`config.mk`:
```
export PLATFORM = sky130hd
export DESIGN_NAME = devil_trigger_scheduler
export DESIGN_NICKNAME = d
export VERILOG_FILES = /design/src/rtl/devil_sched_pkg.sv /design/src/rtl/devil_trigger_scheduler_rr_arbiter.sv /design/src/rtl/devil_trigger_scheduler.sv
export SDC_FILE = /design/constraint.sdc
export NUM_CORES = 1
export LEC_CHECK = 0
export CORE_MARGIN = 3
export CORE_UTILIZATION = 30
export CTS_CLUSTER_DIAMETER = 60
export CTS_CLUSTER_SIZE = 28
export DETAILED_ROUTE_END_ITERATION = 7
export PLACE_DENSITY_LB_ADDON = 0.3
export SLEW_MARGIN = 40
export SYNTH_ARGS = -nofsm -noshare
export SYNTH_HDL_FRONTEND = slang
export SYNTH_HIERARCHICAL = 1
export SYNTH_SLANG_ARGS = --single-unit
```
`constraint.sdc`:
```
create_clock -name ace_aclk -period 3.05 [get_ports ace_aclk]
set_input_delay 0.305 -clock ace_aclk [delete_from_list [all_inputs] [get_ports ace_aclk]]
set_output_delay 0.305 -clock ace_aclk [all_outputs]
set_load 0.03 [all_outputs]
```
`src/rtl/devil_sched_pkg.sv`:
```
// rtl/devil_sched_pkg.sv - shared encodings and helpers for the trigger scheduler
package devil_sched_pkg;

  typedef enum logic [1:0] {
    ST_IDLE     = 2'd0,
    ST_LAUNCH   = 2'd1,
    ST_WAIT_END = 2'd2,
    ST_DONE     = 2'd3
  } sched_state_e;

  localparam int STAT_STATE_LSB    = 0;
  localparam int STAT_BUSY_BIT     = 2;
  localparam int STAT_LAST_ERR_BIT = 3;
  localparam int STAT_GRANT_LSB    = 4;
  localparam int STAT_ERRCNT_LSB   = 8;
  localparam int STAT_DONECNT_LSB  = 16;

  localparam int STAT_GRANT_W = 4;
  localparam int ERR_CNT_W    = 8;
  localparam int DONE_CNT_W   = 16;

  function automatic logic [31:0] pack_status(
    input logic [1:0]            state,
    input logic                  busy,
    input logic                  last_err,
    input logic [STAT_GRANT_W-1:0] grant,
    input logic [ERR_CNT_W-1:0]  err_cnt,
    input logic [DONE_CNT_W-1:0] done_cnt
  );
    logic [31:0] s;
    s = '0;
    s[STAT_STATE_LSB +: 2]               = state;
    s[STAT_BUSY_BIT]                     = busy;
    s[STAT_LAST_ERR_BIT]                 = last_err;
    s[STAT_GRANT_LSB +: STAT_GRANT_W]    = grant;
    s[STAT_ERRCNT_LSB +: ERR_CNT_W]      = err_cnt;
    s[STAT_DONECNT_LSB +: DONE_CNT_W]    = done_cnt;
    return s;
  endfunction

endpackage

```
`src/rtl/devil_trigger_scheduler_rr_arbiter.sv`:
```
// rtl/devil_trigger_scheduler_rr_arbiter.sv - combinational round-robin pick starting at a pointer
module rr_arbiter
  import devil_sched_pkg::*;
#(
  parameter int NUM_REQ  = 2,
  parameter int REQ_ID_W = 1
) (
  input  logic [NUM_REQ-1:0]  i_req,
  input  logic [REQ_ID_W-1:0] i_ptr,
  output logic [NUM_REQ-1:0]  o_grant,
  output logic [REQ_ID_W-1:0] o_grant_id,
  output logic                o_valid
);

  always_comb begin
    int                  w_idx;
    logic [REQ_ID_W-1:0] w_sel;
    o_grant    = '0;
    o_grant_id = '0;
    o_valid    = 1'b0;
    w_idx      = 0;
    w_sel      = '0;
    for (int i = 0; i < NUM_REQ; i++) begin
      w_idx = (int'(i_ptr) + i) % NUM_REQ;
      w_sel = REQ_ID_W'(w_idx);
      if (!o_valid && i_req[w_sel]) begin
        o_grant[w_sel] = 1'b1;
        o_grant_id     = w_sel;
        o_valid        = 1'b1;
      end
    end
  end

endmodule

```
`src/rtl/devil_trigger_scheduler.sv`:
```
// rtl/devil_trigger_scheduler.sv - shares the active-attack engine between requesters
module devil_trigger_scheduler
  import devil_sched_pkg::*;
#(
  parameter int C_ACE_ADDR_WIDTH   = 44,
  parameter int C_S_AXI_DATA_WIDTH = 32,
  parameter int NUM_REQ            = 2,
  parameter int REQ_ID_W           = 1,
  parameter int TIMEOUT_W          = 16
) (
  input  logic                                  ace_aclk,
  input  logic                                  ace_aresetn,
  input  logic                                  i_enable,
  input  logic [TIMEOUT_W-1:0]                  i_timeout_reg,
  input  logic [NUM_REQ-1:0]                    i_req_valid,
  output logic [NUM_REQ-1:0]                    o_req_ready,
  input  logic [NUM_REQ*C_ACE_ADDR_WIDTH-1:0]   i_req_addr,
  input  logic [NUM_REQ*4-1:0]                  i_req_snoop,
  input  logic [NUM_REQ*4-1:0]                  i_req_func,
  input  logic                                  i_snooping,
  input  logic                                  i_engine_busy,
  input  logic                                  i_engine_end,
  output logic                                  o_trigger,
  output logic [C_ACE_ADDR_WIDTH-1:0]           o_araddr,
  output logic [3:0]                            o_arsnoop,
  output logic [3:0]                            o_func,
  output logic [REQ_ID_W-1:0]                   o_grant_id,
  output logic [NUM_REQ-1:0]                    o_done,
  output logic                                  o_done_err,
  output logic                                  o_busy,
  output logic [C_S_AXI_DATA_WIDTH-1:0]         o_status
);

  sched_state_e                r_state;
  logic [REQ_ID_W-1:0]         r_rr_ptr;
  logic [REQ_ID_W-1:0]         r_grant_id;
  logic [C_ACE_ADDR_WIDTH-1:0] r_araddr;
  logic [3:0]                  r_arsnoop;
  logic [3:0]                  r_func;
  logic                        r_trigger;
  logic [NUM_REQ-1:0]          r_done;
  logic                        r_done_err;
  logic                        r_last_err;
  logic [TIMEOUT_W-1:0]        r_wdog;
  logic [DONE_CNT_W-1:0]       r_done_cnt;
  logic [ERR_CNT_W-1:0]        r_err_cnt;

  logic [NUM_REQ-1:0]          w_grant;
  logic [REQ_ID_W-1:0]         w_grant_id;
  logic                        w_grant_valid;
  logic                        w_eligible;
  logic                        w_handshake;
  logic                        w_tmo_hit;
  logic [REQ_ID_W-1:0]         w_next_ptr;
  logic [C_ACE_ADDR_WIDTH-1:0] w_sel_addr;
  logic [3:0]                  w_sel_snoop;
  logic [3:0]                  w_sel_func;

  rr_arbiter #(
    .NUM_REQ  (NUM_REQ),
    .REQ_ID_W (REQ_ID_W)
  ) u_arb (
    .i_req      (i_req_valid),
    .i_ptr      (r_rr_ptr),
    .o_grant    (w_grant),
    .o_grant_id (w_grant_id),
    .o_valid    (w_grant_valid)
  );

  // Reset gates the accept so o_req_ready is low while ace_aresetn is asserted.
  assign w_eligible  = ace_aresetn && (r_state == ST_IDLE) && i_enable &&
                       !i_snooping && !i_engine_busy;
  assign w_handshake = w_eligible && w_grant_valid;
  assign o_req_ready = w_handshake ? w_grant : '0;

  always_comb begin
    w_sel_addr  = '0;
    w_sel_snoop = '0;
    w_sel_func  = '0;
    for (int k = 0; k < NUM_REQ; k++) begin
      if (w_grant[k]) begin
        w_sel_addr  = w_sel_addr  | i_req_addr[k*C_ACE_ADDR_WIDTH +: C_ACE_ADDR_WIDTH];
        w_sel_snoop = w_sel_snoop | i_req_snoop[k*4 +: 4];
        w_sel_func  = w_sel_func  | i_req_func[k*4 +: 4];
      end
    end
  end

  assign w_tmo_hit  = (i_timeout_reg != '0) && (r_wdog == i_timeout_reg - TIMEOUT_W'(1));
  assign w_next_ptr = (r_grant_id == REQ_ID_W'(NUM_REQ-1)) ? '0 : r_grant_id + 1'b1;

  always_ff @(posedge ace_aclk or negedge ace_aresetn) begin
    if (!ace_aresetn) begin
      r_state    <= ST_IDLE;
      r_rr_ptr   <= '0;
      r_grant_id <= '0;
      r_araddr   <= '0;
      r_arsnoop  <= '0;
      r_func     <= '0;
      r_trigger  <= 1'b0;
      r_done     <= '0;
      r_done_err <= 1'b0;
      r_last_err <= 1'b0;
      r_wdog     <= '0;
      r_done_cnt <= '0;
      r_err_cnt  <= '0;
    end else begin
      r_trigger  <= 1'b0;
      r_done     <= '0;
      r_done_err <= 1'b0;
      case (r_state)
        ST_IDLE: begin
          if (w_handshake) begin
            r_araddr   <= w_sel_addr;
            r_arsnoop  <= w_sel_snoop;
            r_func     <= w_sel_func;
            r_grant_id <= w_grant_id;
            r_wdog     <= '0;
            r_trigger  <= 1'b1;
            r_state    <= ST_LAUNCH;
          end
        end
        ST_LAUNCH: begin
          r_state <= ST_WAIT_END;
        end
        ST_WAIT_END: begin
          if (r_wdog != '1) begin
            r_wdog <= r_wdog + 1'b1;
          end
          // A real completion takes priority over a simultaneous watchdog expiry.
          if (i_engine_end || w_tmo_hit) begin
            r_done[r_grant_id] <= 1'b1;
            r_done_err         <= !i_engine_end;
            r_state            <= ST_DONE;
          end
        end
        ST_DONE: begin
          r_last_err <= r_done_err;
          r_rr_ptr   <= w_next_ptr;
          if (r_done_cnt != '1) begin
            r_done_cnt <= r_done_cnt + 1'b1;
          end
          if (r_done_err && (r_err_cnt != '1)) begin
            r_err_cnt <= r_err_cnt + 1'b1;
          end
          r_state <= ST_IDLE;
        end
        default: r_state <= ST_IDLE;
      endcase
    end
  end

  assign o_trigger  = r_trigger;
  assign o_araddr   = r_araddr;
  assign o_arsnoop  = r_arsnoop;
  assign o_func     = r_func;
  assign o_grant_id = r_grant_id;
  assign o_done     = r_done;
  assign o_done_err = r_done_err;
  assign o_busy     = (r_state != ST_IDLE);

  always_comb begin
    o_status       = '0;
    o_status[31:0] = pack_status(r_state, o_busy, r_last_err,
                                 STAT_GRANT_W'(r_grant_id), r_err_cnt, r_done_cnt);
  end

endmodule

```
==> run_results.csv <==
group,metric,value,unit
power,p_clk_frac,0.201,
clock_network,cts_hold_buffers,0,
synthesis,synth.top_cells.by_area,"dfrtp_1 (48%), a22oi_1 (7.5%), a21oi_1 (5.9%), nor2_1 (5.3%), xnor2_1 (4.5%)",
clock_network,cts_buffers,9,
sta,final_max_slew_viol_count,0,
place,hpwlAfterDp,11900,um
synthesis,synth-seq-area-share,0.483,
sta,finalSetupViolCount,0,
power,p_total,0.00646,W
status,status,"complete, no violations",
clock_network,clk_pin_slew,0.07,ns
synthesis,syn-mean-instance-area,9.42,um^2
floorplan,start_util,0.311,
sta,rsz0062_at_grt,"no",
drt,firstDrtPassIters,4,
global_routing,grt_max_degree,104,
floorplan,rows,47,
sta,layout_min_cycle_time,2.60,ns
synthesis,synth-main-ff-cell,"dfrtp_1",
drt,ant_nets,0,
drt,wl_per_cell,15.6,um
sta,post-route-period-util,0.853,
global_routing,grt_pass1_wl,25000,um
global_routing,first_global_vias,4895,
cells_and_area,final_cell_mix,"clkdlybuf4s50_1 (213), dfrtp_1 (101), nor2_1 (74)",
sta,setup_tns,0,ns
floorplan,core,16800,um^2
cells_and_area,layout.nets,895,
floorplan,io-pin-count,220,
power,powerDensity,809,nW/um^2
sta,fmax,384,MHz
critical_path,reg2reg_depth,9,
hold_path,min_path_type,"primary input to asynchronous set/reset pin",
critical_path,critPathLaunch,"i_timeout_reg[0]",
critical_path,crit_type,"primary input to flip-flop",
synthesis,synthArstFlopShare,1.00,
clock_network,cts_resized,0,
drt,routed_wl,15300,um
global_routing,antenna_found_initial,0,
power,power.leakage,3.25,nW
clock_network,post_cts_buffers,0,
power,power_switching,0.00259,W
clock_network,clk_path_buf_depth,2,
sta,worstMarginPinSlew,0.709,ns
power,peakVddDrop,0.553,mV
drt,route.detailed.drc,0,
critical_path,cp_slowest_cell,"clkdlybuf4s50_1",
drt,via_count,4926,
floorplan,die_h,138,um
sta,final_hold_viol_count,0,
critical_path,crit_buf_inv,2,
clock_network,cts_root_buffer,"clkbuf_16",
clock_network,cts_tree,"built",
critical_path,worstPathCellList,"clkdlybuf4s50_1, inv_1, ha_1, nor2b_1, nand4_2, mux2_2, o22ai_1, nor2_1, or3_4, o211ai_1",
sta,max_slew_margin,0.524,
critical_path,crit_required,3.30,ns
synthesis,yosysUniqueCellTypes,53,
cells_and_area,drive_gt1_frac,0.0524,
synthesis,synthCells,555,
cells_and_area,final_common_cell,"clkdlybuf4s50_1",
critical_path,r2r_setup_slack,0.80,ns
global_routing,overflow,0,
drt,drt-initial-drc-count,268,
floorplan,die-area,19000,um^2
global_routing,grt_usage,0.157,
run,maxCapViolCount,0,
clock_network,cts_max_level,3,
power,power_frac_comb,0.477,
floorplan,die_x,138,um
critical_path,critPathMaxFanout,6,
critical_path,endpoint_kind,"flip-flop",
synthesis,ys_ff_latch,101,
synthesis,synth_area,5230,um^2
critical_path,cp-start-kind,"primary input",
cells_and_area,fillers,1577,
critical_path,r2r-start,"r_state[1]",
sta,hold_ws,0.0588,ns
critical_path,crit_family,"simple AND/OR/NAND/NOR gates",
synthesis,yosysTopAreaCell,"dfrtp_1",
clock_network,insertion_delay,0.34,ns
cells_and_area,antenna_cells,0,
critical_path,cp_data_arrival_time,2.85,ns
sta,skew,0.0116,ns
synthesis,synth_warnings,6,
drt,vias_per_cell,5.01,
synthesis,synth_top_area_frac,0.483,
clock_network,cts_sinks,101,
cells_and_area,areaGrowthSynthToFinish,52.5,%
critical_path,r2r_end,"r_wdog[15]",
critical_path,cp_slowest_stage_delay,0.49,ns
power,p_int,0.00387,W
synthesis,synth-edff-count,0,
place,place.gp.congestion,0.825,
place,port_buffers,216,
power,swShare,0.401,
power,p_seq_frac,0.322,
-- Yosys cell counts, drive strengths merged (3+ instances only) --
master and number:
a21oi 62, nor2 74, a21boi 3, nor4 6, o31ai 3, nand4 11, inv 10, a22oi 52
mux2 4, ha 8, o211ai 3, a31oi 6, and2 4, dfrtp 101, nand2b 6, nand3 17
nor2b 4, buf 11, clkbuf 24, and4 3, nand2 36, xor2 17, o21ai 16, xnor2 27
nor3 6, or3 8, and3 8
-- power by group through the flow --
stage	registers, W	logic [W]	clock network [W]
finish	0.00208	0.00308	0.00129
global placement	0.00207	0.00306	0
floorplan	0.00286	0.000901	0
detailed placement	0.00210	0.00310	0
CTS	0.00209	0.00311	0.00133
global route	0.00214	0.00331	0.00139
-- cells by family (layout without fill, tap and decap cells) --
group,count (synthesis),count (layout),synth area share
buffers and inverters,45,251,0.0366
adder cells (fa/ha/maj),8,8,0.0191
other,1,3,0.000717
flip-flops,101,101,0.483
AND/OR/NAND/NOR,191,191,0.183
multiplexers,5,5,0.0105
AO/OA/AOI/OAI,160,160,0.193
XOR/XNOR,44,44,0.0737
-- state kept, by name (all words and copies together), names as in the netlist --
register	flops
o_araddr	44
r_done_cnt	16
r_wdog	16
r_err_cnt	8
o_arsnoop	4
o_func	4
o_done	2
r_state	2
o_done_err	1
o_grant_id	1
o_trigger	1
r_last_err	1
r_rr_ptr	1
-- routing by layer --
metal	vias up	share of wire	global-route usage	wire, um
met5	-	0	0	0
met4	0	0.011	0.0354	174
met3	14	0.077	0.0532	1180
met2	179	0.49	0.264	7490
met1	2340	0.42	0.197	6480
li1	2393	-	-	-
-- worst register-to-register path, stage by stage (launching register included) --
cell and delay [ns]:
dfrtp_1 0.43, inv_1 0.12, ha_1 0.28, inv_1 0.16
a21oi_1 0.09, a41oi_1 0.28, o21a_1 0.19, nand2_1 0.13
or3_1 0.35, a21oi_1 0.15
-- worst max path at each step --
stage	to	cells after the start
global placement	r_state[1]	10
CTS	r_state[1]	10
finish	r_state[1]	10
floorplan	r_wdog[15]	9
detailed placement	r_state[1]	10
global route	r_state[0]	10
-- through the flow --
| step | cell area (um^2) | setup WS [ns] | utilization | std cells |
|---|---|---|---|---|
| 2_1_floorplan | 5240 | 0.565 | - | 557 |
| 3_3_place_gp | 7620 | 0.227 | 0.453 | 967 |
| 3_5_place_dp | 7620 | 0.126 | 0.453 | 967 |
| 4_1_cts | 7960 | 0.480 | 0.473 | 982 |
| 5_1_grt | 7980 | 0.223 | 0.474 | 983 |
| 6_report | 7980 | 0.448 | 0.474 | 983 |
-- area by class of cell --
class / count / area, um^2 / share of cell area
Tap cell: 220 / 275 / 0.0345
Sequential cell: 101 / 2530 / 0.317
Timing Repair Buffer: 226 / 2250 / 0.283
Multi-Input combinational cell: 411 / 2540 / 0.319
Clock inverter: 5 / 108 / 0.0135
Inverter: 10 / 37.5 / 0.00471
Clock buffer: 10 / 229 / 0.0287
Note: power is estimated with default switching activity, not from simulation.
